--- config.mk ---
export PLATFORM = sky130hd
export DESIGN_NAME = main_ram_arbiter
export DESIGN_NICKNAME = d
export VERILOG_FILES = /design/src/rtl/main_ram_arbiter_pkg.sv /design/src/rtl/main_ram_arbiter.sv
export SDC_FILE = /design/constraint.sdc
export NUM_CORES = 1
export LEC_CHECK = 0
export CORE_AREA = 8 8 90 92
export CTS_CLUSTER_DIAMETER = 40
export CTS_CLUSTER_SIZE = 14
export DETAILED_ROUTE_END_ITERATION = 6
export DIE_AREA = 0 0 98 100
export DONT_BUFFER_PORTS = 1
export PLACE_DENSITY = 0.69
export REMOVE_ABC_BUFFERS = 1
export SLEW_MARGIN = 30
export SYNTH_ARGS = -nofsm -noshare
export SYNTH_HDL_FRONTEND = slang
export SYNTH_SLANG_ARGS = --single-unit
--- constraint.sdc ---
create_clock -name clk -period 2 [get_ports clk]
set_input_delay 0.4 -clock clk [delete_from_list [all_inputs] [get_ports clk]]
set_output_delay 0.4 -clock clk [all_outputs]
set_load 0.01 [all_outputs]
--- src/rtl/main_ram_arbiter_pkg.sv ---
// Shared definitions for the main RAM arbiter and its requesters:
// bus widths, port ids, starvation limit default and bus payload types.
package main_ram_arbiter_pkg;

  localparam int unsigned ADDR_W              = 15;
  localparam int unsigned DATA_W              = 32;
  localparam int unsigned BSEL_W              = 4;
  localparam int unsigned STARVE_LIMIT_DEFAULT = 15;

  typedef enum logic [1:0] {
    PORT_P0 = 2'd0,
    PORT_P1 = 2'd1,
    PORT_P2 = 2'd2
  } port_id_e;

  // One RAM access as presented on the registered RAM bus
  typedef struct packed {
    logic [ADDR_W-1:0] addr;
    logic [DATA_W-1:0] wrdata;
    logic [BSEL_W-1:0] wrbytesel;
    logic              write;
  } ram_cmd_t;

  // Read-return tracking tag carried down the valid pipeline
  typedef struct packed {
    logic     read;
    port_id_e port;
  } rd_tag_t;

endpackage

--- src/rtl/main_ram_arbiter.sv ---
// Three-port single-RAM arbiter: display port p0 has priority with a starvation
// override, p1/p2 share round-robin; one access per cycle, reads return at N+2.
module main_ram_arbiter
  import main_ram_arbiter_pkg::*;
#(
  parameter int unsigned STARVE_LIMIT = STARVE_LIMIT_DEFAULT
) (
  input  logic              clk,
  input  logic              rst_n,

  input  logic              p0_req,
  input  logic [ADDR_W-1:0] p0_addr,
  output logic              p0_ack,
  output logic              p0_rddata_valid,

  input  logic              p1_req,
  input  logic [ADDR_W-1:0] p1_addr,
  input  logic [DATA_W-1:0] p1_wrdata,
  input  logic [BSEL_W-1:0] p1_wrbytesel,
  input  logic              p1_write,
  output logic              p1_ack,
  output logic              p1_rddata_valid,

  input  logic              p2_req,
  input  logic [ADDR_W-1:0] p2_addr,
  input  logic [DATA_W-1:0] p2_wrdata,
  input  logic [BSEL_W-1:0] p2_wrbytesel,
  input  logic              p2_write,
  output logic              p2_ack,
  output logic              p2_rddata_valid,

  output logic [DATA_W-1:0] rddata,

  output logic [ADDR_W-1:0] ram_addr,
  output logic [DATA_W-1:0] ram_wrdata,
  output logic [BSEL_W-1:0] ram_wrbytesel,
  output logic              ram_write,
  input  logic [DATA_W-1:0] ram_rddata
);

  localparam int unsigned CNT_RAW = $clog2(STARVE_LIMIT + 1);
  localparam int unsigned CNT_W   = (CNT_RAW > 4) ? CNT_RAW : 4;
  localparam logic        RR_P1   = 1'b0;
  localparam logic        RR_P2   = 1'b1;

  logic [CNT_W-1:0] starve_cnt;
  logic             rr_last;
  rd_tag_t          tag_s1;

  logic     p12_req;
  logic     starve_hit;
  logic     rr_pick_p2;
  logic     grant_vld;
  port_id_e grant_port;
  ram_cmd_t cmd;

  // Grant decision; held off entirely while in reset
  always_comb begin
    grant_vld  = 1'b0;
    grant_port = PORT_P0;
    p12_req    = p1_req | p2_req;
    starve_hit = (starve_cnt == CNT_W'(STARVE_LIMIT));
    rr_pick_p2 = p2_req && (!p1_req || (rr_last == RR_P1));
    if (rst_n) begin
      if (p0_req && !(starve_hit && p12_req)) begin
        grant_vld  = 1'b1;
        grant_port = PORT_P0;
      end else if (p12_req) begin
        grant_vld  = 1'b1;
        grant_port = rr_pick_p2 ? PORT_P2 : PORT_P1;
      end
    end
  end

  assign p0_ack = grant_vld && (grant_port == PORT_P0);
  assign p1_ack = grant_vld && (grant_port == PORT_P1);
  assign p2_ack = grant_vld && (grant_port == PORT_P2);
  assign rddata = ram_rddata;

  // Command mux; the display port is read-only and leaves write data untouched
  always_comb begin
    cmd = '0;
    unique case (grant_port)
      PORT_P0: begin
        cmd.addr      = p0_addr;
        cmd.wrdata    = ram_wrdata;
        cmd.wrbytesel = '0;
        cmd.write     = 1'b0;
      end
      PORT_P1: begin
        cmd.addr      = p1_addr;
        cmd.wrdata    = p1_wrdata;
        cmd.wrbytesel = p1_wrbytesel;
        cmd.write     = p1_write;
      end
      PORT_P2: begin
        cmd.addr      = p2_addr;
        cmd.wrdata    = p2_wrdata;
        cmd.wrbytesel = p2_wrbytesel;
        cmd.write     = p2_write;
      end
      default: cmd = '0;
    endcase
  end

  always_ff @(posedge clk or negedge rst_n) begin
    if (!rst_n) begin
      ram_addr        <= '0;
      ram_wrdata      <= '0;
      ram_wrbytesel   <= '0;
      ram_write       <= 1'b0;
      starve_cnt      <= '0;
      rr_last         <= RR_P2;
      tag_s1          <= '0;
      p0_rddata_valid <= 1'b0;
      p1_rddata_valid <= 1'b0;
      p2_rddata_valid <= 1'b0;
    end else begin
      if (grant_vld) begin
        ram_addr      <= cmd.addr;
        ram_wrdata    <= cmd.wrdata;
        ram_wrbytesel <= cmd.wrbytesel;
        ram_write     <= cmd.write;
      end else begin
        ram_wrbytesel <= '0;
        ram_write     <= 1'b0;
      end

      // Counts p0 wins while p1/p2 wait; any other outcome breaks the run
      if (grant_vld && (grant_port == PORT_P0) && p12_req) begin
        starve_cnt <= starve_cnt + CNT_W'(1);
      end else begin
        starve_cnt <= '0;
      end

      if (grant_vld && (grant_port != PORT_P0)) begin
        rr_last <= (grant_port == PORT_P2) ? RR_P2 : RR_P1;
      end

      tag_s1.read     <= grant_vld && !cmd.write;
      tag_s1.port     <= grant_port;
      p0_rddata_valid <= tag_s1.read && (tag_s1.port == PORT_P0);
      p1_rddata_valid <= tag_s1.read && (tag_s1.port == PORT_P1);
      p2_rddata_valid <= tag_s1.read && (tag_s1.port == PORT_P2);
    end
  end

endmodule

Word level (Yosys, flattened, before mapping)

Index checks and enable logic that the tools add are counted.

Output and inout port bits: 90
Input bits: 156
Register bits after elaboration: 63
Logic and storage cells: 52

$add $sub $neg: 1
Multiplexer cells: 12
Reductions and logical operators: 20
Equal/unequal tests: 5
Bitwise logic cells: 3

Operators by type and width:

| kind                | count |
|---|---|
| $pmux 52 s3         | 1 |
| $logic_and 1x1->1   | 12 |
| $mux 2              | 4 |
| $mux 4              | 2 |
| $mux 1              | 5 |
| $add 4x1->4 const B | 1 |
| $eq 2x1->1 const B  | 2 |
| $eq 2x2->1 const B  | 2 |
| $eq 4x4->1 const B  | 1 |
| $logic_not 2->1     | 2 |
| $logic_not 1->1     | 3 |
| $not 1->1           | 2 |
| $reduce_and 2->1    | 1 |
| $reduce_bool 2->1   | 1 |
| $logic_or 1x1->1    | 1 |
| $or 1x1->1          | 1 |

Longest topological paths before layout

Gate-level depths: netlist of run 1.

Word-level depth: 11
Mapped depth: 6
Depth with buffers taken out: 4

Worst setup path after synthesis of run 1

Ideal clock, no wire load.

Path kind: reg2out
Start point: register starve_cnt[0]
End point: output port p2_ack
Data arrival time: 1508 ps
Required time: 1600 ps
Setup slack: 92 ps
Stages on the path, launching flop included: 6
Buffers on the path: 1
Cell sequence: dfrtp_1 > ha_1 > and3_1 > o21ai_1 > clkbuf_1 > nor2_1

Longest elaborated chain between the ends: 8
Elaborated cells on any way between the ends: 10
Classes of those cells: 2 x eq/ne; 4 x mux; 4 x reduce/logical

RTL lines:

| what                   | line                    | source |
|---|---|---|
| start, declared        | main_ram_arbiter.sv:46  | `logic [CNT_W-1:0] starve_cnt;` |
| start signal, assigned | main_ram_arbiter.sv:131 | `starve_cnt <= starve_cnt + CNT_W'(1);` |
| $eq 4x4->1 (*)         | main_ram_arbiter.sv:62  | `starve_hit = (starve_cnt == CNT_W'(STARVE_LIMIT));` |
| $logic_and 1x1->1 (*)  | main_ram_arbiter.sv:65  | `if (p0_req && !(starve_hit && p12_req)) begin` |
| $logic_not 1->1 (*)    | main_ram_arbiter.sv:65  |  |
| $logic_and 1x1->1 (*)  | main_ram_arbiter.sv:65  |  |
| $mux 2                 | main_ram_arbiter.sv:65  |  |
| $mux 2                 | main_ram_arbiter.sv:64  | `if (rst_n) begin` |
| $eq 2x2->1             | main_ram_arbiter.sv:77  | `assign p2_ack = grant_vld && (grant_port == PORT_P2);` |
| $logic_and 1x1->1 (*)  | main_ram_arbiter.sv:77  |  |
| end, declared          | main_ram_arbiter.sv:29  | `output logic p2_ack,` |

Every way passes the cells marked *; elsewhere a longest branch is shown, timed or not.

Final worst setup path of run 1

Start point: register starve_cnt[0]
End point: output port p1_ack

Longest elaborated chain between the ends: 8
Elaborated cells on any way between the ends: 10
Classes of those cells: 2 x eq/ne; 4 x mux; 4 x reduce/logical

RTL lines:

| what                  | line                   | source |
|---|---|---|
| $eq 4x4->1 (*)        | main_ram_arbiter.sv:62 |  |
| $logic_and 1x1->1 (*) | main_ram_arbiter.sv:65 |  |
| $logic_not 1->1 (*)   | main_ram_arbiter.sv:65 |  |
| $logic_and 1x1->1 (*) | main_ram_arbiter.sv:65 |  |
| $mux 2                | main_ram_arbiter.sv:65 |  |
| $mux 2                | main_ram_arbiter.sv:64 |  |
| $eq 2x1->1            | main_ram_arbiter.sv:76 | `assign p1_ack = grant_vld && (grant_port == PORT_P1);` |
| $logic_and 1x1->1 (*) | main_ram_arbiter.sv:76 |  |
| end, declared         | main_ram_arbiter.sv:21 | `output logic p1_ack,` |

Marks and branches as above.

==> results of run 1 <==
[power by group]
part | switching [mW] | internal (mW) | leakage, nW | total [mW]
sequential | 0.237 | 1.46 | 0.799 | 1.70
clock | 0.516 | 0.958 | 0.130 | 1.47
combinational | 0.238 | 0.231 | 0.462 | 0.469
total | 0.991 | 2.65 | 1.39 | 3.64
[repair_timing]
item                                   in CTS  in global routing
hold buffers                                2                  0
endpoints found under the hold margin      63                  0
gates resized for setup                     3                  0
setup endpoints to repair                   2                  0
[kinds of logic after synthesis]
| kind of cell | Yosys count | synth area share (%) |
|---|---|---|
| AO/OA/AOI/OAI | 126 | 35.0 |
| XOR/XNOR | 2 | 0.518 |
| buffers and inverters | 65 | 12.6 |
| flip-flops | 63 | 46.6 |
| adder cells (fa/ha/maj) | 1 | 0.370 |
| AND/OR/NAND/NOR | 38 | 4.84 |
[layer usage]
layer	GRT usage, %	wire length, microns	vias to the layer above
li1	-	-	1060
met1	24.0	4300	1179
met2	30.2	4760	148
met3	12.4	1290	18
met4	8.03	181	2
met5	4.92	62	-
[synthesized netlist by cell type, types with 2 or more instances]
cell type | instances | area [sq um]
buf_4 | 35 | 263
buf_6 | 3 | 33.8
nand3_1 | 2 | 10.0
a32o_1 | 15 | 150
a211o_1 | 15 | 131
buf_2 | 15 | 75.1
dfrtp_1 | 62 | 1550
clkbuf_1 | 9 | 33.8
o2bb2ai_1 | 32 | 280
nor2_1 | 12 | 45.0
a211oi_2 | 8 | 100
and2_1 | 2 | 12.5
a32oi_1 | 37 | 324
a211oi_1 | 7 | 52.6
nand2_1 | 18 | 67.6
inv_1 | 2 | 7.51
[metrics by stage]
stage	setup TNS [ns]	utilization (%)	setup WS, ns
after global routing	0	52.1	0.0160
after detailed placement	0	47.4	0.228
after CTS	0	52.1	0.0624
after global placement	0	47.4	0.251
final	0	52.1	0.0784
after floorplan	-22.54	-	-0.919
[layout make-up]
type	instances	area (sq um)	area share, %
repair buffers	8	108	3.11
clock buffers	9	124	3.58
inverters	2	7.51	0.217
clock inverters	7	145	4.19
flip-flops and latches	63	1580	45.5
multi-input cells	167	1400	40.5
well taps	80	100	2.89
[worst reg2reg max path, stage by stage, from the launching register on]
cell	delay, ns
dfrtp_1	0.40
ha_2	0.23
and3_2	0.26
o2111a_2	0.39
a211o_1	0.33
[flip-flops by register name, indices dropped and copies added (netlist names)]
name,flops
p2_rddata_valid,1
ram_write,1
starve_cnt,4
ram_addr,15
p0_rddata_valid,1
tag_s1,3
p1_rddata_valid,1
ram_wrdata,32
rr_last,1
ram_wrbytesel,4
[worst paths after layout]
kind | endpoint | slack (ns)
max | p1_ack | 0.08
min | ram_addr[7]$_DFFE_PN0P_ | 0.18
max reg2reg | ram_addr[11]$_DFFE_PN0P_ | 0.29
min reg2reg | p1_rddata_valid$_DFF_PN0_ | 0.45
max in group asynchronous | rr_last$_DFFE_PN1P_ | 1.07
min in group asynchronous | ram_wrbytesel[2]$_DFF_PN0_ | 0.63
[cell usage in the layout, fill, tap and decap left out, types with 4 or more instances in the layout]
master / instances
nor2_1: 11
a211oi_1: 7
a32o_1: 15
clkbuf_8: 9
buf_4: 4
a32oi_1: 37
nand2_1: 18
bufinv_16: 4
a211oi_2: 8
a211o_1: 15
dfrtp_1: 62
o2bb2ai_1: 32
==> flow_summary.toml, run 1 <==
[run_status]
status = "completed"

[routing]
detail_route.first_pass.iterations = 4
drt_iter0_markers = 95
num_vias = 2407
vias_per_cell = 7.16
drc = 0
wl_per_cell_microns = 31.6
wirelength_mm = 10.6
antenna_left = 0

[yosys]
synth_warnings = 0
synth_sequential_area_ratio_pct = 46.6
synth_flop_cell = "dfrtp_1"
synth_area_sq_um = 3380
synth_edf_count = 0
synthArstFlopShare_pct = 100
yosysUniqueCellTypes = 37
syn_inst = 295
ys_ff_latch = 63
syn_avg_cell_area_sq_um = 11.5

[final_layout]
fillerInstances = 617
nNetsFinal = 408
final_cell_count_no_fill = 336
layout-drive-gt1-share_pct = 16.4
diodes = 0
areaGrowthSynthToFinish_pct = 2.37
fin_area_sq_um = 3460

[clocking]
htreeDepth = 3
clock_latency_ns = 0.34
cts.clk_slew.worst_paths_ns = 0.08
post_cts_buffers = 0
cts_tree = "built"
cts_root_buffer = "clkbuf_8"
clockBufferDepth = 2
cts_made_buffers = 9
cts_num_sinks = 63

[timing]
post-route-min-period_ns = 1.92
setup_viol = 0
worstMarginPinSlew_ns = 0.881
fin_worst_skew_ns = 0.0109
period_share_pct = 96.1
slew_violations = 0
max_freq_mhz = 520
whs_ns = 0.178
finalHoldViolCount = 0
relSlewSlack_pct = 41.2
rsz0062_at_grt = "no"

[worst_setup_path]
critical_path_cell_count = 3
cp_slowest_cell = "dfrtp_1"
r2r-start = "starve_cnt[0]$_DFF_PN0_"
slowest_delay_ns = 0.40
critPathBufInv = 0
crit_fanout = 4
path_cells = "ha_2 > and3_2 > o2111a_1"
required_ns = 1.60
endpoint_kind = "output port"
cp-start-kind = "flop"
crit_arrival_ns = 1.52
startpoint = "starve_cnt[0]$_DFF_PN0_"
crit_type = "reg -> out"
rr_worst_depth = 4
cp_top_family = "flip-flops"

[die]
coreArea_sq_um = 6640
std_cell_rows = 30
pin_count = 246
die_w_microns = 98
die_area_sq_um = 9800
dieHeight_microns = 100
start_util_pct = 50.9

[power]
power.density_nw_per_um2 = 1050
power_mw = 3.64
peakVddDrop_uv = 388
p_leak_nw = 1.39

[grt]
grt_max_degree = 64
grt_overflow = 0
grt_pass1_vias = 2532
antenna_found_initial = 0
grt_pass1_wl_mm = 15.6
grt.total_usage_pct = 20.8

[placed_design]
placed_cells = 318
gp_congestion = 0.762
dp_hpwl_mm = 7.86
portBuffers = 0
placed_area_sq_um = 3150

[run]
drv_cap = 0

[min_path]
min_path_type = "in -> reg"
hold_depth = 1
hp-start = "p1_addr[7]"
(Power assumes the default switching activity.)
==> run 2: changes to the inputs <==
--- a/config.mk
+++ b/config.mk
@@ -13,6 +13,7 @@
 export DONT_BUFFER_PORTS = 1
 export PLACE_DENSITY = 0.69
 export REMOVE_ABC_BUFFERS = 1
+export SETUP_SLACK_MARGIN = 0.1
 export SLEW_MARGIN = 30
 export SYNTH_ARGS = -nofsm -noshare
 export SYNTH_HDL_FRONTEND = slang
==> run 2 against run 1 <==
- clock power is essentially flat
- core utilization grew 0.34 points
- hold slack gained 0.0040 ns
- wire length grew 0.51%
- sequential share of layout area shrank 0.29 points
- sequential power is essentially flat
- count of clock-buffer cells in the layout is the same
- largest power group unchanged
==> flow_summary.toml, run 2 (synthesis results as in run 1) <==
[placed_design]
placed_area_sq_um = 3150
portBuffers = 0
dpl_worst_slack_ns = 0.228
gp_congestion = 0.762
dp_hpwl_mm = 7.86

[worst_setup_path]
critical_path_cell_count = 3
rr_worst_depth = 3
crit_arrival_ns = 1.44
cp_slowest_cell = "dfrtp_1"
startpoint = "starve_cnt[0]$_DFF_PN0_"
r2r-start = "rr_last$_DFFE_PN1P_"
crit_type = "reg -> out"
slowest_delay_ns = 0.42
cp-start-kind = "flop"
cp_top_family = "flip-flops"
critPathBufInv = 0
r2r_slack_ns = 0.34
path_cells = "ha_4 > and3_4 > o2111a_2"
worstSetupEndpoint = "p1_ack"
required_ns = 1.60
r2r-end = "tag_s1[2]$_DFF_PN0_"
endpoint_kind = "output port"
crit_fanout = 4

[die]
std_cell_rows = 30
pin_count = 246
start_util_pct = 50.9
coreArea_sq_um = 6640
die_area_sq_um = 9800
dieHeight_microns = 100
die_w_microns = 98

[routing]
detail_route.first_pass.iterations = 4
antenna_left = 0
drt_iter0_markers = 99
drc = 0
wirelength_mm = 10.7
num_vias = 2447
wl_per_cell_microns = 31.6
vias_per_cell = 7.26

[clocking]
clock_latency_ns = 0.34
cts_num_sinks = 63
cts_made_buffers = 9
htreeDepth = 3
cts_root_buffer = "clkbuf_8"
clockBufferDepth = 2
cts_tree = "built"
cts.clk_slew.worst_paths_ns = 0.08

[run_status]
status = "completed"

[final_layout]
fillerInstances = 615
areaGrowthSynthToFinish_pct = 3.03
most-common-layout-cells = "dfrtp_1 (62), a32oi_1 (37), o2bb2ai_1 (32)"
largest_reg_flops = 32
final_util_pct = 52.5
fin_area_sq_um = 3490
reg_top3 = "ram_wrdata (32), ram_addr (15)"
top_register = "ram_wrdata"
nNetsFinal = 409
final_common_cell = "dfrtp_1"
diodes = 0
layout-drive-gt1-share_pct = 17.1

[grt]
grt_pass1_vias = 2543
grt.total_usage_pct = 20.9
grt_overflow = 0
grt_pass1_wl_mm = 15.6
grt_max_degree = 64
antenna_found_initial = 0

[timing]
period_share_pct = 92.1
post-route-min-period_ns = 1.84
rsz0062_at_grt = "no"
relSlewSlack_pct = 41.1
whs_ns = 0.182
slew_violations = 0
max_freq_mhz = 543
worstMarginPinSlew_ns = 0.881
fin_worst_skew_ns = 0.0100
setup_viol = 0
tns_ns = 0
fin_ws_ns = 0.158
finalHoldViolCount = 0

[power]
power.density_nw_per_um2 = 1040
p_leak_nw = 1.39
peakVddDrop_uv = 388

[min_path]
min_path_type = "in -> reg"

[run]
drv_cap = 0
-- run 2: cell types whose count changed in the layout (fill, tap and decap cells not counted) --
cell / before / now
buf_4: 4 / 5
o2111a_2: 1 / 2
and3_4: 0 / 1
o2111a_1: 1 / 0
ha_4: 0 / 1
and3_2: 1 / 0
ha_2: 1 / 0
-- run 2: what timing repair did --
| item | in CTS | in global routing |
|---|---|---|
| buffers inserted | 1 | 0 |
| gates cloned | 0 | 0 |
| setup endpoints to repair | 3 | 1 |
| hold endpoints to repair | 63 | 0 |
| resized for setup | 5 | 1 |
| hold buffers | 2 | 0 |
-- run 2: layer usage --
| metal | wire length [microns] | track usage (%) | part of all wire (%) | vias up |
|---|---|---|---|---|
| li1 | - | - | - | 1063 |
| met1 | 4200 | 23.8 | 39 | 1202 |
| met2 | 4820 | 30.2 | 45 | 160 |
| met3 | 1370 | 12.9 | 13 | 20 |
| met4 | 201 | 8.39 | 1.9 | 2 |
| met5 | 62 | 4.92 | 0.58 | - |
-- run 2: through the flow --
stage               power (mW)  std cells
floorplan                 2.00        232
global placement          2.14        318
detailed placement        2.17        318
CTS                       3.68        337
global route              3.80        337
finish                    3.64        337
-- run 2: how the worst min path moves through the flow --
stage	depth (start not counted)	slack [ns]	start	endpoint
2_1_floorplan	0	0.10	rst_n	p0_rddata_valid$_DFF_PN0_
3_3_place_gp	0	0.11	rst_n	ram_wrdata[3]$_DFFE_PN0P_
3_5_place_dp	0	0.11	rst_n	ram_wrdata[21]$_DFFE_PN0P_
4_1_cts	1	0.17	p1_addr[7]	ram_addr[7]$_DFFE_PN0P_
5_1_grt	1	0.16	p1_addr[14]	ram_addr[14]$_DFFE_PN0P_
6_report	1	0.18	p1_addr[4]	ram_addr[4]$_DFFE_PN0P_
-- run 2: final cells by class --
type,count,area [sq um],area share (%)
sequential,63,1580,45.2
tap,80,100,2.87
clock inverter,7,145,4.16
multi-input combinational,167,1420,40.7
timing repair buffer,9,115,3.30
clock buffer,9,124,3.55
inverter,2,7.51,0.215
-- run 2: power breakdown --
group / internal, mW / switching (mW)
registers: 1.46 / 0.239
logic: 0.232 / 0.238
clock network: 0.958 / 0.513
total: 2.65 / 0.990
